<file path="config.mk">
export PLATFORM = sky130hd
export DESIGN_NAME = fetch_unit
export DESIGN_NICKNAME = d
export VERILOG_FILES = /design/src/rtl/hazard_ctrl_pkg.sv /design/src/rtl/register.sv /design/src/rtl/fetch_unit.sv
export SDC_FILE = /design/constraint.sdc
export NUM_CORES = 1
export LEC_CHECK = 0
export ABC_CLOCK_PERIOD_IN_PS = 3100
export CAP_MARGIN = 20
export CORE_ASPECT_RATIO = 1.25
export CORE_MARGIN = 3
export CORE_UTILIZATION = 33
export CTS_BUF_LIST = sky130_fd_sc_hd__clkbuf_4
export CTS_CLUSTER_DIAMETER = 80
export DETAILED_ROUTE_END_ITERATION = 8
export GPL_ROUTABILITY_DRIVEN = 0
export SLEW_MARGIN = 20
export SYNTH_ARGS = -nofsm -noshare
export SYNTH_HDL_FRONTEND = slang
export SYNTH_HIERARCHICAL = 1
export SYNTH_SLANG_ARGS = --single-unit
export TNS_END_PERCENT = 10
</file>
<file path="constraint.sdc">
create_clock -name clk -period 3.1 [get_ports clk]
set_input_delay 0.62 -clock clk [delete_from_list [all_inputs] [get_ports clk]]
set_output_delay 0.62 -clock clk [all_outputs]
set_load 0.02 [all_outputs]
</file>
<file path="src/rtl/hazard_ctrl_pkg.sv">
// hazard_ctrl_pkg: shared fetch FSM state type and reset PC.
package hazard_ctrl_pkg;
  typedef enum logic [1:0] {IDLE, REQ, HOLD, DROP} fetch_state_t;
  localparam logic [31:0] RESET_PC = 32'h4000_0000;
endpackage

</file>
<file path="src/rtl/register.sv">
// register: enabled register with synchronous active-high reset to a fixed value.
module register #(
  parameter int W = 32,
  parameter logic [W-1:0] RST_VAL = '0
) (
  input  logic         clk,
  input  logic         rst,
  input  logic         en,
  input  logic [W-1:0] d,
  output logic [W-1:0] q
);
  always_ff @(posedge clk)
    if (rst) q <= RST_VAL;
    else if (en) q <= d;
endmodule

</file>
<file path="src/rtl/fetch_unit.sv">
// fetch_unit: IF-stage fetch engine owning the PC, issuing held I-cache reads and buffering the word until commit.
module fetch_unit #(
  parameter logic [31:0] RESET_PC = hazard_ctrl_pkg::RESET_PC
) (
  input  logic        clk,
  input  logic        rst,
  input  logic        imem_read_i,
  input  logic        load_pc,
  input  logic        redirect,
  input  logic [31:0] redirect_pc,
  output logic        icache_read,
  output logic [31:0] icache_addr,
  input  logic        icache_resp,
  input  logic [31:0] icache_rdata,
  output logic        imem_resp,
  output logic [31:0] if_instr,
  output logic [31:0] if_pc
);
  import hazard_ctrl_pkg::*;
  fetch_state_t state, state_n;
  logic [31:0] pc, pc_d, req_addr, instr_buf;
  logic pc_en, req_en, buf_en, commit;
  always_ff @(posedge clk)
    if (rst) state <= IDLE;
    else state <= state_n;
  always_comb begin
    state_n = state;
    case (state)
      IDLE: state_n = (imem_read_i && !redirect) ? REQ : IDLE;
      REQ:  state_n = redirect ? (icache_resp ? IDLE : DROP) : icache_resp ? (load_pc ? IDLE : HOLD) : REQ;
      HOLD: state_n = (redirect || load_pc) ? IDLE : HOLD;
      DROP: state_n = icache_resp ? IDLE : DROP;
      default: state_n = IDLE;
    endcase
  end
  // A redirect always wins over a commit, so a stale word never advances the PC.
  always_comb begin
    icache_read = state == REQ || state == DROP;
    icache_addr = req_addr;
    imem_resp   = !redirect && ((state == REQ && icache_resp) || state == HOLD);
    if_instr    = state == HOLD ? instr_buf : icache_rdata;
    if_pc       = (state == REQ || state == HOLD) ? req_addr : pc;
    commit      = imem_resp && load_pc;
    pc_en       = redirect || commit;
    pc_d        = redirect ? {redirect_pc[31:2], 2'b00} : req_addr + 32'd4;
    req_en      = state == IDLE && imem_read_i && !redirect;
    buf_en      = state == REQ && icache_resp && !load_pc && !redirect;
  end
  register #(.W(32), .RST_VAL(RESET_PC)) u_pc (.clk(clk), .rst(rst), .en(pc_en), .d(pc_d), .q(pc));
  register #(.W(32), .RST_VAL(RESET_PC)) u_req (.clk(clk), .rst(rst), .en(req_en), .d(pc), .q(req_addr));
  register #(.W(32), .RST_VAL('0)) u_buf (.clk(clk), .rst(rst), .en(buf_en), .d(icache_rdata), .q(instr_buf));
endmodule

</file>
==> results of run 1 <==
-- cells by family after synthesis --
family,after synthesis,synth area share [%]
buf+inv,50,6.652
fa+ha+maj,5,1.135
simple gates,215,18.66
flops,98,35.60
compound gates,48,5.857
xor+xnor,11,1.748
mux,159,30.35
-- power by group through the flow --
| stage | Clock, W | Sequential [W] | Combinational (W) |
|---|---|---|---|
| after floorplan | 0 | 0.00135 | 0.000269 |
| after global placement | 0 | 0.00135 | 0.000495 |
| after detailed placement | 0 | 0.00135 | 0.000499 |
| after CTS | 0.000757 | 0.00132 | 0.000503 |
| after global routing | 0.000804 | 0.00133 | 0.000530 |
| final | 0.000719 | 0.00132 | 0.000494 |
-- Yosys cell counts (all sizes together), types with 3 or more instances --
cell type | count | area (sq um)
inv | 6 | 22.52
nor2 | 108 | 405.4
or4 | 13 | 101.4
ha | 5 | 62.56
o41ai | 4 | 35.03
mux2 | 65 | 732.0
nand2 | 33 | 123.9
dfxtp | 98 | 1962
or2 | 3 | 18.77
a31oi | 9 | 56.30
nor2b | 6 | 37.54
and3 | 6 | 38.79
buf | 23 | 265.3
clkbuf | 21 | 78.83
o31ai | 7 | 52.55
nand3 | 17 | 90.09
and2 | 3 | 18.77
a21oi | 3 | 15.01
xor2 | 9 | 78.83
o21ai | 13 | 65.06
nor3 | 4 | 20.02
mux2i | 94 | 940.9
nand4 | 11 | 83.83
and4 | 4 | 35.03
o211ai | 5 | 37.54
or4b | 3 | 30.03
-- through the flow --
step                      utilization (%)  TNS (ps)  total power, W  instances
after global placement              44.48         0        0.001844        934
after global routing                45.83    -82.21        0.002665        950
after floorplan                         -         0        0.001619        586
after CTS                           45.42    -7.300        0.002584        950
final                               45.83         0        0.002538        950
after detailed placement            44.48         0        0.001850        934
-- state kept, by name (all words and copies together) (netlist names) --
signal / cells
u_req/q: 32
state: 2
u_buf/q: 32
u_pc/q: 32
-- routing by layer --
layer | global-route usage [%] | wire [um]
met1 | 21.52 | 7014
met2 | 27.99 | 7235
met3 | 4.923 | 1119
met4 | 5.549 | 235
met5 | 0 | 0
-- final cells by class --
cell class	instances	area [sq um]
clock buffer	9	67.56
clock inverter	7	76.32
fill	1624	8811
inverter	6	22.52
multi-input combinational	438	3199
sequential	98	1962
tap	216	270.3
timing repair buffer	176	1857
-- worst reg2reg max path, stage by stage, from the launching register on --
cell	delay, ps
dfxtp_1	480
and4_1	500
nand4_4	370
or4b_1	580
a31oi_1	210
mux2i_1	100
nor2_1	90
-- how the worst max path moves through the flow --
stage	from	endpoint	slack [ps]
2_1_floorplan	state[0]	if_pc[10]	880
3_3_place_gp	icache_resp	imem_resp	440
3_5_place_dp	icache_resp	imem_resp	420
4_1_cts	state[1]	if_pc[19]	-7
5_1_grt	state[0]	if_pc[27]	-20
6_report	state[0]	if_pc[28]	110
-- what timing repair did --
action	4_1_cts	5_1_grt
cloned	0	0
pin swaps	0	0
endpoints found under the setup margin	14	32
resized for setup	2	27
==> summary.txt, run 1 <==
Status
  • Status: complete, no violations

STA
  • RSZ-0062 raised after global routing: true
  • F_max: 0.3344 GHz
  • Min Tclk post-route: 2990 ps
  • Hold WS: 508.2 ps
  • Setup-failing EPs final: 0
  • Least-Margin Pin Slew: 1059 ps
  • Final period util: 96.46%
  • Final hold vios: 0
  • Setup ws final: 109.9 ps
  • Max-slew violation count: 0
  • Rel. slew slack: 29.41%
  • Clk_skew: 22.47 ps

Route
  • Antenna Nets Post-Route: 0
  • Routed length per placed instance: 16.43 um
  • DRT Wirelength: 15600 um
  • Initial DRC count: 195
  • Router iterations before antenna repair: 4
  • Avg Vias per Cell: 5.063
  • Remaining DRCs: 0
  • Via count: 4810

Critical path
  • Worst R2R Setup Slack: 700 ps
  • Worst-path cell chain: inv_1 -> ha_1 -> buf_6 -> mux2_2 -> clkdlybuf4s50_1
  • CP Launch Type: flip-flop
  • Worst path max stage delay: 540 ps
  • Worst path bufs/invs: 3
  • Crit Reg-Reg Endpoint: u_pc/q[22]
  • WP data arrival: 2370 ps
  • RR Startpoint: u_req/q[7]
  • Worst Path Class, Setup: reg2out
  • Kind of cell with the highest combined delay on the critical path: buffers and inverters
  • Nature of the critical path endpoint: output pin
  • Critical-path top delay cell: clkdlybuf4s50_1
  • Worst path required time: 2480 ps
  • FF-to-FF path depth: 6
  • Cell count along the critical path: 5
  • Critical path peak fanout: 16

Power
  • Switch share: 28.77%
  • Worst vdd ir: 0.1872 mV
  • Flop pwr share: 52.2%
  • Internal: 0.001808 W
  • NetSw: 0.0007301 W
  • PD cells: 340.4 nW/um^2
  • Static leakage: 3.122 nW
  • Clock network power share: 28.3%
  • Combinational cell fraction of total power: 19.5%

Logic synthesis
  • Syn. warnings: 6
  • Avg Cell Area, Syn: 9.405 sq um
  • Mapped Area: 5512 sq um
  • FFs w/ async S/R, synth: 0%
  • Register area share after synthesis: 35.60%
  • Synth cell types: 43
  • Leading register cell type out of synthesis: dfxtp_1
  • Syn_nets: 661
  • Number of synthesized register bits: 98
  • Number of synthesized flops with an enable pin: 0
  • Synth Instances: 586

GRT
  • Vias in the first global route: 4903
  • Pin count of the biggest net entering global routing: 99
  • Tot GR Track Use: 17.05%
  • First-pass GRT wire length: 25160 um
  • Congestion Overflow GR: 0
  • Initial antenna violation count: 0

Floorplan
  • Site Rows: 52
  • Die width: 121.6 um
  • Die Area: 18300 sq um
  • Initial Util: 33.88%
  • Core ar.: 16270 sq um
  • Ports: 168
  • Die H: 150.5 um

Clock network
  • Post-CTS Setup Inserts: 0
  • Root Driver: clkbuf_4
  • Hold_buf cts: 0
  • CTS Buffer Depth: 2
  • # H-tree levels: 3
  • CTS sink count: 98
  • Clock transition at the registers of the reported paths: 150 ps
  • Worst-skew pair later-pin latency: 470 ps
  • CTS Buf Count: 9
  • CTS tree: done

Layout
  • Commonest non-fill, non-tap cell in the layout: clkdlybuf4s50_1
  • Most frequent cells in the layout: clkdlybuf4s50_1 (137), nor2_1 (108), dfxtp_1 (98), mux2i_1 (94), mux2_2 (65)
  • Layout cell share with drive strength beyond 1: 13.90%
  • Final instance area: 7455 sq um
  • Synthesis-to-finish area growth: 35.26%
  • Ant diodes: 0
  • Final nets: 804

Job
  • Max Cap Violations: 0

Min path
  • HP Class: reg2reg
  • Min-delay src: u_buf/q[4]
  • Hold Path Sink: u_buf/q[4]
  • Hold depth: 2

Placed design
  • Worst slack, placed: 419.0 ps
  • Count of buffers from port buffering: 165
  • Placed inst area: 7236 sq um
  • DP Wirelength: 10780 um
(Power assumes the default switching activity.)
==> inputs of run 2 (changes only) <==
--- a/config.mk
+++ b/config.mk
@@ -14,9 +14,10 @@
 export CTS_CLUSTER_DIAMETER = 80
 export DETAILED_ROUTE_END_ITERATION = 8
 export GPL_ROUTABILITY_DRIVEN = 0
+export PLACE_DENSITY = 0.58
+export RECOVER_POWER = 50
 export SLEW_MARGIN = 20
 export SYNTH_ARGS = -nofsm -noshare
 export SYNTH_HDL_FRONTEND = slang
-export SYNTH_HIERARCHICAL = 1
 export SYNTH_SLANG_ARGS = --single-unit
 export TNS_END_PERCENT = 10
==> summary.txt, run 2 <==
Status
  • Status: complete, no violations (unchanged)

Logic synthesis
  • Synth Instances: 610 (was 586)
  • Largest family of logic cells by synthesized area: simple AND/OR/NAND/NOR gates (was multiplexers)
  • Synth Area in Compound Gates: 14.96% (was 5.857%)
  • Area leader, netlist: dfxtp_1 (unchanged)
  • Most area-consuming cells after synthesis: dfxtp_1 (39%), mux2_2 (14%), nand2_1 (11%) (was dfxtp_1 (36%), mux2i_1 (17%), mux2_2 (13%))
  • Mapped Area: 5052 sq um (was 5512 sq um)
  • Syn. warnings: 0 (was 6)
  • Leading register cell type out of synthesis: dfxtp_1 (unchanged)
  • Syn_nets: 685 (was 661)
  • Number of synthesized register bits: 98 (unchanged)
  • Synth cell types: 46 (was 43)
  • FFs w/ async S/R, synth: 0% (unchanged)
  • Avg Cell Area, Syn: 8.283 sq um (was 9.405 sq um)
  • Count leader, synth: nand2_1 (was nor2_1)
  • Mux cell area share after synthesis: 15.08% (was 30.35%)
  • Register area share after synthesis: 38.83% (was 35.60%)
  • Synth cell count leaders: nand2_1 (150), dfxtp_1 (98), a21oi_1 (81), mux2_2 (65), clkbuf_1 (37) (was nor2_1 (108), dfxtp_1 (98), mux2i_1 (94), mux2_2 (65), nand2_1 (33))
  • Adder-cell share of the synthesized area: 1.238% (was 1.135%)
  • Post-synth top area share: 38.83% (was 35.60%)
  • Number of synthesized flops with an enable pin: 0 (unchanged)
  • Synth Area in Simple Gates: 21.00% (was 18.66%)
  • Synth Area in XOR/XNOR: 4.507% (was 1.748%)

GRT
  • Vias in the first global route: 4950 (was 4903)
  • Initial antenna violation count: 0 (unchanged)
  • Tot GR Track Use: 19.30% (was 17.05%)
  • Pin count of the biggest net entering global routing: 64 (was 99)
  • First-pass GRT wire length: 25860 um (was 25160 um)
  • Congestion Overflow GR: 0 (unchanged)

Power
  • Clock network power share: 25.0% (was 28.3%)
  • PD cells: 354.1 nW/um^2 (was 340.4 nW/um^2)
  • Combinational cell fraction of total power: 20.7% (was 19.5%)
  • Worst vdd ir: 0.1579 mV (was 0.1872 mV)
  • Internal: 0.001743 W (was 0.001808 W)
  • Flop pwr share: 54.4% (was 52.2%)
  • Switch share: 29.56% (was 28.77%)
  • Static leakage: 2.475 nW (was 3.122 nW)
  • NetSw: 0.0007317 W (was 0.0007301 W)

Route
  • Router iterations before antenna repair: 5 (was 4)
  • Via count: 4905 (was 4810)
  • DRT Wirelength: 16130 um (was 15600 um)
  • Routed length per placed instance: 17.22 um (was 16.43 um)
  • Avg Vias per Cell: 5.235 (was 5.063)
  • Remaining DRCs: 0 (unchanged)
  • Antenna Nets Post-Route: 0 (unchanged)
  • Initial DRC count: 286 (was 195)

Floorplan
  • Ports: 168 (unchanged)
  • Die H: 144.3 um (was 150.5 um)
  • Site Rows: 49 (was 52)
  • Core ar.: 14710 sq um (was 16270 sq um)
  • Initial Util: 34.34% (was 33.88%)
  • Die Area: 16840 sq um (was 18300 sq um)
  • Die width: 116.7 um (was 121.6 um)

Clock network
  • CTS Buffer Depth: 2 (unchanged)
  • Root Driver: clkbuf_4 (unchanged)
  • CTS Buf Count: 9 (unchanged)
  • CTS tree: done (unchanged)
  • Worst-skew pair later-pin latency: 460 ps (was 470 ps)
  • Clock transition at the registers of the reported paths: 150 ps (about the same)
  • Post-CTS Setup Inserts: 0 (unchanged)
  • CTS sink count: 98 (unchanged)
  • # H-tree levels: 3 (unchanged)

Job
  • Max Cap Violations: 0 (unchanged)

Critical path
  • Worst Path Class, Setup: reg2out (unchanged)
  • WP data arrival: 2400 ps (was 2370 ps)
  • Nature of the critical path endpoint: output pin (unchanged)
  • Worst path required time: 2480 ps (about the same)
  • Critical path peak fanout: 14 (was 16)
  • CP Launch Type: flip-flop (unchanged)

Placed design
  • Placed inst area: 6883 sq um (was 7236 sq um)
  • Placed Instances: 921 (was 934)
  • DP Wirelength: 11670 um (was 10780 um)
  • Count of buffers from port buffering: 165 (unchanged)
  • Worst slack, placed: 350.9 ps (was 419.0 ps)

Min path
  • HP Class: reg2reg (unchanged)

STA
  • Final hold vios: 0 (unchanged)
  • Clk_skew: 21.71 ps (was 22.47 ps)
  • Setup ws final: 75.48 ps (was 109.9 ps)
  • F_max: 0.3306 GHz (was 0.3344 GHz)
  • Rel. slew slack: 21.62% (was 29.41%)
  • RSZ-0062 raised after global routing: true (unchanged)
  • Max-slew violation count: 0 (unchanged)
  • Final period util: 97.57% (was 96.46%)
  • Setup-failing EPs final: 0 (unchanged)
  • Setup TNS: 0 ps (unchanged)
  • Least-Margin Pin Slew: 1176 ps (was 1059 ps)
  • Min Tclk post-route: 3025 ps (was 2990 ps)

Layout
  • Synthesis-to-finish area growth: 38.36% (was 35.26%)
  • Layout cell share with drive strength beyond 1: 14.10% (was 13.90%)
  • Largest registers: u_buf.q (32), u_pc.q (32), u_req.q (32) (was u_buf/q (32), u_pc/q (32), u_req/q (32))
  • Most frequent cells in the layout: nand2_1 (150), clkdlybuf4s50_1 (150), dfxtp_1 (98), a21oi_1 (81), mux2_2 (65) (was clkdlybuf4s50_1 (137), nor2_1 (108), dfxtp_1 (98), mux2i_1 (94), mux2_2 (65))
  • Final instance area: 6990 sq um (was 7455 sq um)
  • Final nets: 829 (was 804)
  • Core Util, Final: 47.51% (was 45.83%)
  • Cell Count, Final, Fillers Out: 937 (was 950)
  • Ant diodes: 0 (unchanged)
==> run 2: kinds of logic (layout without fill, tap and decap cells) <==
family	after synthesis	count (layout)
and+or+nand+nor	230	230
AOI/OAI and AO/OA	126	126
DFF	98	98
muxes	68	68
buffers and inverters	57	206
xor gates and xnor gates	26	26
adders and majority gates	5	5
==> run 2: final cells by class <==
cell class | instances | area, sq um
fill | 1495 | 7724
multi-input combinational | 455 | 2860
sequential | 98 | 1962
timing repair buffer | 182 | 1798
tap | 178 | 222.7
clock buffer | 10 | 75.07
clock inverter | 6 | 42.54
inverter | 8 | 30.03
==> run 2: metrics by stage <==
step | power (W) | hold slack (ps)
2_1_floorplan | 0.001617 | 432.9
3_3_place_gp | 0.001884 | 439.5
3_5_place_dp | 0.001890 | 446.4
4_1_cts | 0.002505 | 466.3
5_1_grt | 0.002600 | 484.7
6_report | 0.002475 | 463.5
==> run 2: metal layers <==
layer	global-route usage (%)	up-vias	part of all wire [%]
met5	0	-	0
met4	4.891	0	1.0
met3	4.981	19	7.6
met2	33.63	174	50
met1	23.65	2303	41
li1	-	2409	-
==> run 2: critical path, stage by stage (launching register included) <==
cell and delay, ps:
dfxtp_1 390, inv_1 80, ha_1 330, buf_4 260, mux2_2 360, clkdlybuf4s50_1 540
==> run 2: what timing repair did <==
item	CTS	global route
resized for setup	1	5
setup endpoints to repair	8	31
pin swaps	0	0
hold buffers	0	0
==> run 2: worst paths after layout <==
| check | slack, ps | cells past startpoint | to | start |
|---|---|---|---|---|
| max | 80 | 5 | if_pc[11] | state[0] |
| min | 460 | 2 | u_buf.q[10] | u_buf.q[10] |
| max reg2reg | 750 | 6 | u_pc.q[28] | u_req.q[2] |
| min reg2reg | 460 | 2 | u_buf.q[10] | u_buf.q[10] |
==> run 2: power by group through the flow <==
stage | Clock [W] | Combinational, W | Sequential [W]
floorplan | 0 | 0.000247 | 0.00137
global placement | 0 | 0.000513 | 0.00137
detailed placement | 0 | 0.000518 | 0.00137
CTS | 0.000639 | 0.000522 | 0.00134
global route | 0.000697 | 0.000550 | 0.00135
finish | 0.000618 | 0.000512 | 0.00135
